==> src/rtl/clk_tick_gen_pkg.sv <==
// Shared constants and helpers for the multi-channel tick generator.
package clk_tick_gen_pkg;

    localparam int CNT_W_DEF = 32;
    localparam int MAX_CNT_W = 64;

    // Divisors for a 100 MHz clk
    localparam logic [31:0] DIV_1HZ  = 32'd100_000_000;
    localparam logic [31:0] DIV_1KHZ = 32'd100_000;

    function automatic logic [MAX_CNT_W-1:0] half_period(input logic [MAX_CNT_W-1:0] div);
        return div >> 1;
    endfunction

endpackage

==> src/rtl/clk_tick_gen_ch.sv <==
// One tick channel: counter, shadow divisor, pending flag, tick strobe and optional square wave.
// Square output is built only when CLK_TICK_GEN_SQUARE_EN is defined.
module clk_tick_gen_ch
    import clk_tick_gen_pkg::*;
#(
    parameter int               CNT_W   = CNT_W_DEF,
    parameter logic [CNT_W-1:0] DIV_RST = CNT_W'(DIV_1HZ)
) (
    input  logic             clk,
    input  logic             rst,
    input  logic             en,
    input  logic             wr,
    input  logic [CNT_W-1:0] wr_div,
    input  logic             restart,
    output logic             pending,
    output logic             tick
`ifdef CLK_TICK_GEN_SQUARE_EN
    ,
    output logic             sq
`endif
);

    logic [CNT_W-1:0] div;
    logic [CNT_W-1:0] shd;
    logic [CNT_W-1:0] cnt;
    logic             run;
    logic             wrap;

    assign run  = en && (div != '0);
    assign wrap = run && (cnt == div - CNT_W'(1));

    always_ff @(posedge clk) begin
        if (rst) begin
            div     <= DIV_RST;
            shd     <= DIV_RST;
            cnt     <= '0;
            pending <= 1'b0;
            tick    <= 1'b0;
        end else if (restart) begin
            // Realign: a write in the same cycle wins over the queued shadow
            cnt     <= '0;
            tick    <= 1'b0;
            pending <= 1'b0;
            if (wr) begin
                div <= wr_div;
                shd <= wr_div;
            end else if (pending) begin
                div <= shd;
            end
        end else if (!run) begin
            cnt  <= '0;
            tick <= 1'b0;
            if (wr) begin
                div     <= wr_div;
                shd     <= wr_div;
                pending <= 1'b0;
            end
        end else begin
            tick <= wrap;
            if (wrap) begin
                cnt <= '0;
                if (wr) begin
                    div     <= wr_div;
                    shd     <= wr_div;
                    pending <= 1'b0;
                end else if (pending) begin
                    div     <= shd;
                    pending <= 1'b0;
                end
            end else begin
                cnt <= cnt + CNT_W'(1);
                if (wr) begin
                    shd     <= wr_div;
                    pending <= 1'b1;
                end
            end
        end
    end

`ifdef CLK_TICK_GEN_SQUARE_EN
    logic [CNT_W-1:0] half;

    assign half = CNT_W'(half_period(MAX_CNT_W'(div)));

    // Registered from the pre-increment count so sq lines up with the tick strobe
    always_ff @(posedge clk) begin
        if (rst || restart || !run) begin
            sq <= 1'b0;
        end else begin
            sq <= (cnt >= half);
        end
    end
`endif

endmodule

==> src/rtl/clk_tick_gen.sv <==
// Multi-channel programmable tick generator: decodes divisor writes and instantiates one channel each.
// Define CLK_TICK_GEN_SQUARE_EN to add the per-channel square-wave output sq.
module clk_tick_gen
    import clk_tick_gen_pkg::*;
#(
    parameter int                      NUM_CH   = 4,
    parameter int                      CNT_W    = CNT_W_DEF,
    parameter logic [NUM_CH*CNT_W-1:0] DIV_INIT = {NUM_CH{CNT_W'(DIV_1HZ)}}
) (
    input  logic                                          clk,
    input  logic                                          rst,
    input  logic                                          cfg_we,
    input  logic [((NUM_CH > 1) ? $clog2(NUM_CH) : 1)-1:0] cfg_ch,
    input  logic [CNT_W-1:0]                              cfg_div,
    input  logic [NUM_CH-1:0]                             ch_en,
    input  logic                                          sync_restart,
    output logic [NUM_CH-1:0]                             cfg_pending,
    output logic [NUM_CH-1:0]                             tick
`ifdef CLK_TICK_GEN_SQUARE_EN
    ,
    output logic [NUM_CH-1:0]                             sq
`endif
);

    localparam int CH_W = (NUM_CH > 1) ? $clog2(NUM_CH) : 1;

    // Out-of-range cfg_ch values match no channel and are dropped
    for (genvar i = 0; i < NUM_CH; i++) begin : g_ch
        logic wr_sel;

        assign wr_sel = cfg_we && (cfg_ch == CH_W'(i));

        clk_tick_gen_ch #(
            .CNT_W   (CNT_W),
            .DIV_RST (DIV_INIT[i*CNT_W +: CNT_W])
        ) u_ch (
            .clk     (clk),
            .rst     (rst),
            .en      (ch_en[i]),
            .wr      (wr_sel),
            .wr_div  (cfg_div),
            .restart (sync_restart),
            .pending (cfg_pending[i]),
            .tick    (tick[i])
`ifdef CLK_TICK_GEN_SQUARE_EN
            ,
            .sq      (sq[i])
`endif
        );
    end

endmodule

==> config.mk <==
export PLATFORM = sky130hd
export DESIGN_NAME = clk_tick_gen
export DESIGN_NICKNAME = d
export VERILOG_FILES = /design/src/rtl/clk_tick_gen_pkg.sv /design/src/rtl/clk_tick_gen_ch.sv /design/src/rtl/clk_tick_gen.sv
export SDC_FILE = /design/constraint.sdc
export NUM_CORES = 1
export LEC_CHECK = 0
export CAP_MARGIN = 20
export CORE_ASPECT_RATIO = 1.4
export CORE_MARGIN = 10
export CORE_UTILIZATION = 45
export CTS_CLUSTER_DIAMETER = 40
export DETAILED_ROUTE_END_ITERATION = 8
export HOLD_SLACK_MARGIN = 0.1
export RECOVER_POWER = 50
export SLEW_MARGIN = 20
export SYNTH_ARGS = -nofsm -noshare
export SYNTH_HDL_FRONTEND = slang
export SYNTH_SLANG_ARGS = --single-unit
==> constraint.sdc <==
create_clock -name clk -period 9.6 [get_ports clk]
set_clock_uncertainty 0.15 [all_clocks]
set_input_delay 1.92 -clock clk [delete_from_list [all_inputs] [get_ports clk]]
set_output_delay 1.92 -clock clk [all_outputs]
set_load 0.01 [all_outputs]
# Word level (Yosys, flattened, before mapping)
# Index checks and enable logic that the tools add are counted.
# classes
shift	0
div_mod_pow	0
addsub	8
n_eq_ne	11
order_cmp	0
n_bitwise	4
multipliers	0
reduce_logical	46
n_mux	40
# ops
operator	count
$mux 32	24
$add 32x1->32 const B	4
$eq 32x32->1	4
$reduce_bool 32->1	4
$sub 32x1->32 const B	4
$mux 1	16
$reduce_and 2->1	8
$reduce_bool 2->1	8
$reduce_or 4->1	4
$logic_and 1x1->1	12
$ne 3x3->1 const B	4
$reduce_bool 3->1	4
$reduce_or 3->1	4
$eq 2x2->1 const B	2
$not 1->1	4
$eq 2x1->1 const B	1
$logic_not 2->1	1
$reduce_or 2->1	1
# word_totals
inputBits	42
mem_bits_rw	0
word_cells	129
n_memories	0
register_bits	392
romBits	0
latch_bits	0
output_inout_bits	8

# Logic depth before layout (Yosys ltp)
# logic_depth
ltp_word	6
ltp_mapped	14
ltp_nobuf	11

# Cells and area by module
# From an unflattened synthesis, not the netlist that was laid out.
# unflattened
cells_unflattened	2720
hier_area_um2	23636.4
# modules_own_cells
mod	n_inst	area_each_um2	cells_per_inst	seq_area_each_um2
clk_tick_gen_ch at g_ch[0].u_ch ...	2	5894.4	678	1961.9
clk_tick_gen_ch at g_ch[3].u_ch	1	5909.4	674	1961.9
clk_tick_gen_ch at g_ch[2].u_ch	1	5900.7	686	1961.9
clk_tick_gen	1	37.5	4	0.0

# Worst setup path before layout
# OpenSTA, ideal clock, no wires.
# synth_path
path_type	input to register
from	input port cfg_ch[1] in the netlist's numbering
to	register g_ch[1].u_ch.div[25]
arrival_time_ns	3.488
required_time_ns	9.322
stages	10
n_path_buf	4
slack_ns	5.835
setup_ns	0.128
path_cell_list	clkbuf_1 > or2_2 > clkbuf_1 > nor2_1 > nor2_1 > o21a_1 > buf_2 > buf_1 > mux2i_1 > nor2_1
# synth_via
elab_chain_cells	6
word_cells_on_any_way	8
cone_classes	eq/ne (1); mux (4); reduce/logical (3)
# synth_lines
element	line_no	source
from (decl)	clk_tick_gen.sv:13	input logic [((NUM_CH > 1) ? $clog2(NUM_CH) : 1)-1:0] cfg_ch,
$eq 2x1->1 *	clk_tick_gen.sv:31	assign wr_sel = cfg_we && (cfg_ch == CH_W'(i));
$logic_and 1x1->1 *	clk_tick_gen.sv:31	
$mux 32	clk_tick_gen_ch.sv:44, clk_tick_gen_ch.sv:62	
$mux 32	clk_tick_gen_ch.sv:60	if (wrap) begin
$mux 32	clk_tick_gen_ch.sv:50	end else if (!run) begin
$mux 32	clk_tick_gen_ch.sv:39	end else if (restart) begin
to (signal assigned)	clk_tick_gen_ch.sv:45	div <= wr_div;
to (signal assigned)	clk_tick_gen_ch.sv:54	div <= wr_div;
to (signal assigned)	clk_tick_gen_ch.sv:63	div <= wr_div;
to (decl)	clk_tick_gen_ch.sv:23	logic [CNT_W-1:0] div;
# Every way passes the cells marked *; elsewhere a longest branch is shown, timed or not. The select of a mux whose other input is x is not followed.
# A chain may end at the register's enable or synchronous reset.

# Final worst setup path
# layout_path
from	input port cfg_ch[1] in the netlist's numbering
to	register g_ch[0].u_ch.div[28]
# layout_via
elab_chain_cells	6
word_cells_on_any_way	8
cone_classes	mux (4); reduce/logical (4)
# layout_lines
element	line_no
$logic_not 2->1 *	clk_tick_gen.sv:31
$logic_and 1x1->1 *	clk_tick_gen.sv:31
$mux 32	clk_tick_gen_ch.sv:44, clk_tick_gen_ch.sv:62
$mux 32	clk_tick_gen_ch.sv:60
$mux 32	clk_tick_gen_ch.sv:50
$mux 32	clk_tick_gen_ch.sv:39
to (signal assigned)	clk_tick_gen_ch.sv:45
to (signal assigned)	clk_tick_gen_ch.sv:54
to (signal assigned)	clk_tick_gen_ch.sv:63
to (decl)	clk_tick_gen_ch.sv:23
# Marked as above.

==> metrics.sh <==
DRTPASS1ITERATIONS=7
YS_SEQ_ELEMENTS=392
FILLCELLCOUNT=4712
DRT_ITER0_DRC=1630
ANTENNA_FOUND_INITIAL=0
PLACE_HPWL_UM=43300
VIOLATIONS_IN_THE_FINAL_REPORTS='max-capacitance violations, max-slew violations'
TRITONCTS_NUM_SINKS=392
GP_CONGESTION=0.9169
WORST-R2R-CELL-COUNT=11
DRT.ANTENNA.VIOLATING_NETS=0
SYNTH_EDF_COUNT=0
POWER_PER_CELL_AREA_nW_PER_UM2=174.2
POST_CTS.REPAIR.SETUP_BUFFERS=0
P_LEAK_nW=8.464
GRT_START_MAX_NET_PINS=86
UTILIZATION=0.5093
SYN2LAYOUT_AREA_GROWTH_PCT=11.69
YOSYSTOPAREACELLSHARE=0.3566
DRT-WIRELENGTH-PER-CELL_UM=18.68
CTS_BUFFERS=53
POST_SYNTHESIS_AREA_PER_INSTANCE_UM2=7.793
REG2REG_SETUP_SLACK_NS=4.50
CAP_VIOL_MAX_COUNT=5
PERIOD_SHARE=0.6727
FINAL-SETUP-VIOL-COUNT=0
SYNTH.DISTINCT_CELLS=82
CTS.HTREE.LEVELS=2
DIE_H_UM=281.7
SEQCELLAREA_UM2=7853
RUN_STATUS='finished, violations left'
NUMBER_OF_ROWS_CREATED_AT_FLOORPLAN=95
REPORT.FINAL.SLEW_VIOL_COUNT=267
ANTENNA_CELLS_INSERTED=0
TIMING_WORST_SLEW_PIN_VALUE_NS=3.538
SEQ_AREA_FRAC_SYNTH=0.3566
CLK_TRANSITION_REPORTED_PATHS_NS=0.06
SYNTH.AREA.TOP_CELLS='sky130_fd_sc_hd__dfxtp_1 (36%), sky130_fd_sc_hd__mux2i_1 (7.6%), sky130_fd_sc_hd__nand2_1 (7.1%)'
CP.DEPTH=7
FIN_NETS=2800
SYNTH.CELLS.MOST_FREQUENT='sky130_fd_sc_hd__nand2_1 (417), sky130_fd_sc_hd__dfxtp_1 (392), sky130_fd_sc_hd__nor2_1 (290)'
CTS-ROOT-BUF='sky130_fd_sc_hd__clkbuf_16'
WORSTHOLDPATHTYPE='reg2reg'
MULTIINPUTGATEAREA_UM2=13230
FINALWORSTPATHREQUIREDPERIOD_NS=6.458
FINALSETUPTNS_NS=0
CELL_WITH_THE_BIGGEST_INDIVIDUAL_DELAY_ON_THE_CRITICAL_PATH='sky130_fd_sc_hd__clkbuf_1'
CLOCK_PATH_BUFFERS=3
FLOORPLAN.DIE_AREA_UM2=58270
MAXSLEWHEADROOM=-1.359
VIAS_PER_CELL=5.811
MAX-VDD-IR-DROP_mV=0.1342
DIE_WIDTH_UM=206.9
POST_SYNTH_INST_COUNT=2824
CELL_TYPE_WITH_THE_HIGHEST_AGGREGATE_AREA_IN_THE_NETLIST='sky130_fd_sc_hd__dfxtp_1'
CRITPATHKIND='in2reg'
CORE_REGION_AREA_UM2=48260
PIN_COUNT=50
SYNTH-MAIN-FF-CELL='sky130_fd_sc_hd__dfxtp_1'
VIAS=19870
WORST_PATH_LARGEST_CELL_DELAY_NS=2.48
WORSTPATHREQUIRED_NS=9.95
POST_SYNTHESIS_CELL_AREA_UM2=22010
GRT_PASS1_WL_UM=101800
DRC=0
POSTSYNTH.ASYNCRESETSHARE=0
GROUTE.USAGE.OVERALL=0.2143
WORST_SKEW_PAIR.LATE_LATENCY_NS=0.57
NUMPORTBUFFERS=49
SYN-NUM-NETS=2874
DRIVE_ABOVE_1_SHARE=0.06165
PATH_CELLS='dlygate4sd3_1 -> or3b_2 -> clkbuf_1 -> nor2_1 -> a211oi_4 -> buf_4 -> mux2i_1'
NUMBER_OF_FAILING_HOLD_ENDPOINTS_AT_THE_FINAL_STAGE=0
START_KIND='input pin'
CRIT_PATH_BUFFERS_INVERTERS=3
TOTAL_OVERFLOW_REPORTED_BY_THE_GLOBAL_ROUTER=0
CLOCK_TREE_FROM_TRITONCTS='yes'
CRITICAL-PATH-TOP-DELAY-FAMILY='buffers and inverters'
EFFECTIVE_UTILIZATION_AT_FLOORPLAN=0.4560
SYNTH.MOST_COMMON_CELL='sky130_fd_sc_hd__nand2_1'
YOSYS_WARNING_COUNT=0
CRIT_FANOUT=85
CTS_REPAIR_RESIZE_COUNT=0
CP_DATA_ARRIVAL_TIME_NS=6.81
WORSTHOLDPATHCELLS=2
ROUTED_WL_UM=63900
GRT_PASS1_VIAS=18880
CP-END-KIND='register'
CTS-HOLD-FIX-BUFFERS=0
RSZ0062_AT_GRT='false'
MAX_FREQ_MHz=154.9
-- cells in the final DEF, fill, tap and decap left out, drive strengths merged, types with 45 or more instances in the layout --
cell type  instances
o21ai            166
nor3              97
nand2            417
mux2i            167
a21oi            193
nor2             291
xnor2            126
clkbuf            70
dfxtp            392
nor4              45
nand3            131
xor2             155
-- registers in the layout, indices dropped and copies added, names as in the netlist --
register,cells
g_ch.u_ch.tick,4
g_ch.u_ch.div,128
g_ch.u_ch.pending,4
g_ch.u_ch.shd,128
g_ch.u_ch.cnt,128
-- logic make-up after synthesis --
logic type,count (synthesis),synth area share
DFF,392,0.3566
AOI/OAI and AO/OA,532,0.1477
xor gates and xnor gates,281,0.1118
adders and majority gates,9,0.005004
muxes,170,0.07750
buffers and inverters,240,0.04423
and+or+nand+nor,1200,0.2571
-- final cells by class --
type,instances,area share
clock inverters,32,0.01756
multi-input cells,2192,0.5383
clock buffers,63,0.05925
well taps,630,0.03207
flip-flops and latches,392,0.3195
repair buffers,81,0.02871
inverters,30,0.004582
-- metal layers --
metal  global-route usage  vias up  part of all wire
met5                    0        -                 0
met4              0.09438        0             0.042
met3              0.02711      124             0.049
met2               0.3578      538              0.48
met1               0.2702     9488              0.43
li1                     -     9722                 -
-- power breakdown --
part | total, mW | internal [mW] | switching [mW]
logic | 0.430 | 0.167 | 0.263
clock network | 2.10 | 1.31 | 0.792
registers | 1.75 | 1.68 | 0.0725
-- through the flow --
| stage | total power [mW] | std cells | hold slack, ns | area, um^2 | setup slack, ns |
|---|---|---|---|---|---|
| after detailed placement | 2.209 | 3325 | 0.2980 | 22730 | 4.489 |
| final | 4.281 | 3420 | 0.3039 | 24580 | 3.142 |
| after global placement | 2.194 | 3325 | 0.2910 | 22730 | 4.658 |
| after CTS | 4.317 | 3420 | 0.3056 | 24620 | 4.883 |
| after global routing | 4.442 | 3420 | 0.3204 | 24580 | 2.687 |
| after floorplan | 2.067 | 2824 | 0.2860 | 22010 | 5.835 |
-- worst register-to-register path, cell delays in order, from the launching register on --
cell and delay (ns):
sky130_fd_sc_hd__dfxtp_1 0.37, sky130_fd_sc_hd__inv_1 0.09, sky130_fd_sc_hd__ha_1 0.23, sky130_fd_sc_hd__nor3b_1 0.59, sky130_fd_sc_hd__nand4_1 0.57, sky130_fd_sc_hd__nor3_1 0.44
sky130_fd_sc_hd__xnor2_1 0.16, sky130_fd_sc_hd__o21ai_0 0.16, sky130_fd_sc_hd__o211ai_1 0.21, sky130_fd_sc_hd__o21a_1 1.55, sky130_fd_sc_hd__mux2i_1 0.36, sky130_fd_sc_hd__nor2_1 0.07
-- path summary, 6_finish.rpt --
check / to / start
worst max-delay path: g_ch[0].u_ch.div[28]$_SDFFE_PP0P_ / cfg_ch[1]
worst min-delay path: g_ch[1].u_ch.shd[3]$_SDFFE_PP0P_ / g_ch[1].u_ch.shd[3]$_SDFFE_PP0P_
worst max register to register: g_ch[1].u_ch.div[7]$_SDFFE_PP0P_ / g_ch[1].u_ch.div[0]$_SDFFE_PP0P_
worst min register to register: g_ch[1].u_ch.shd[3]$_SDFFE_PP0P_ / g_ch[1].u_ch.shd[3]$_SDFFE_PP0P_
Note: power is estimated with default switching activity, not from simulation.
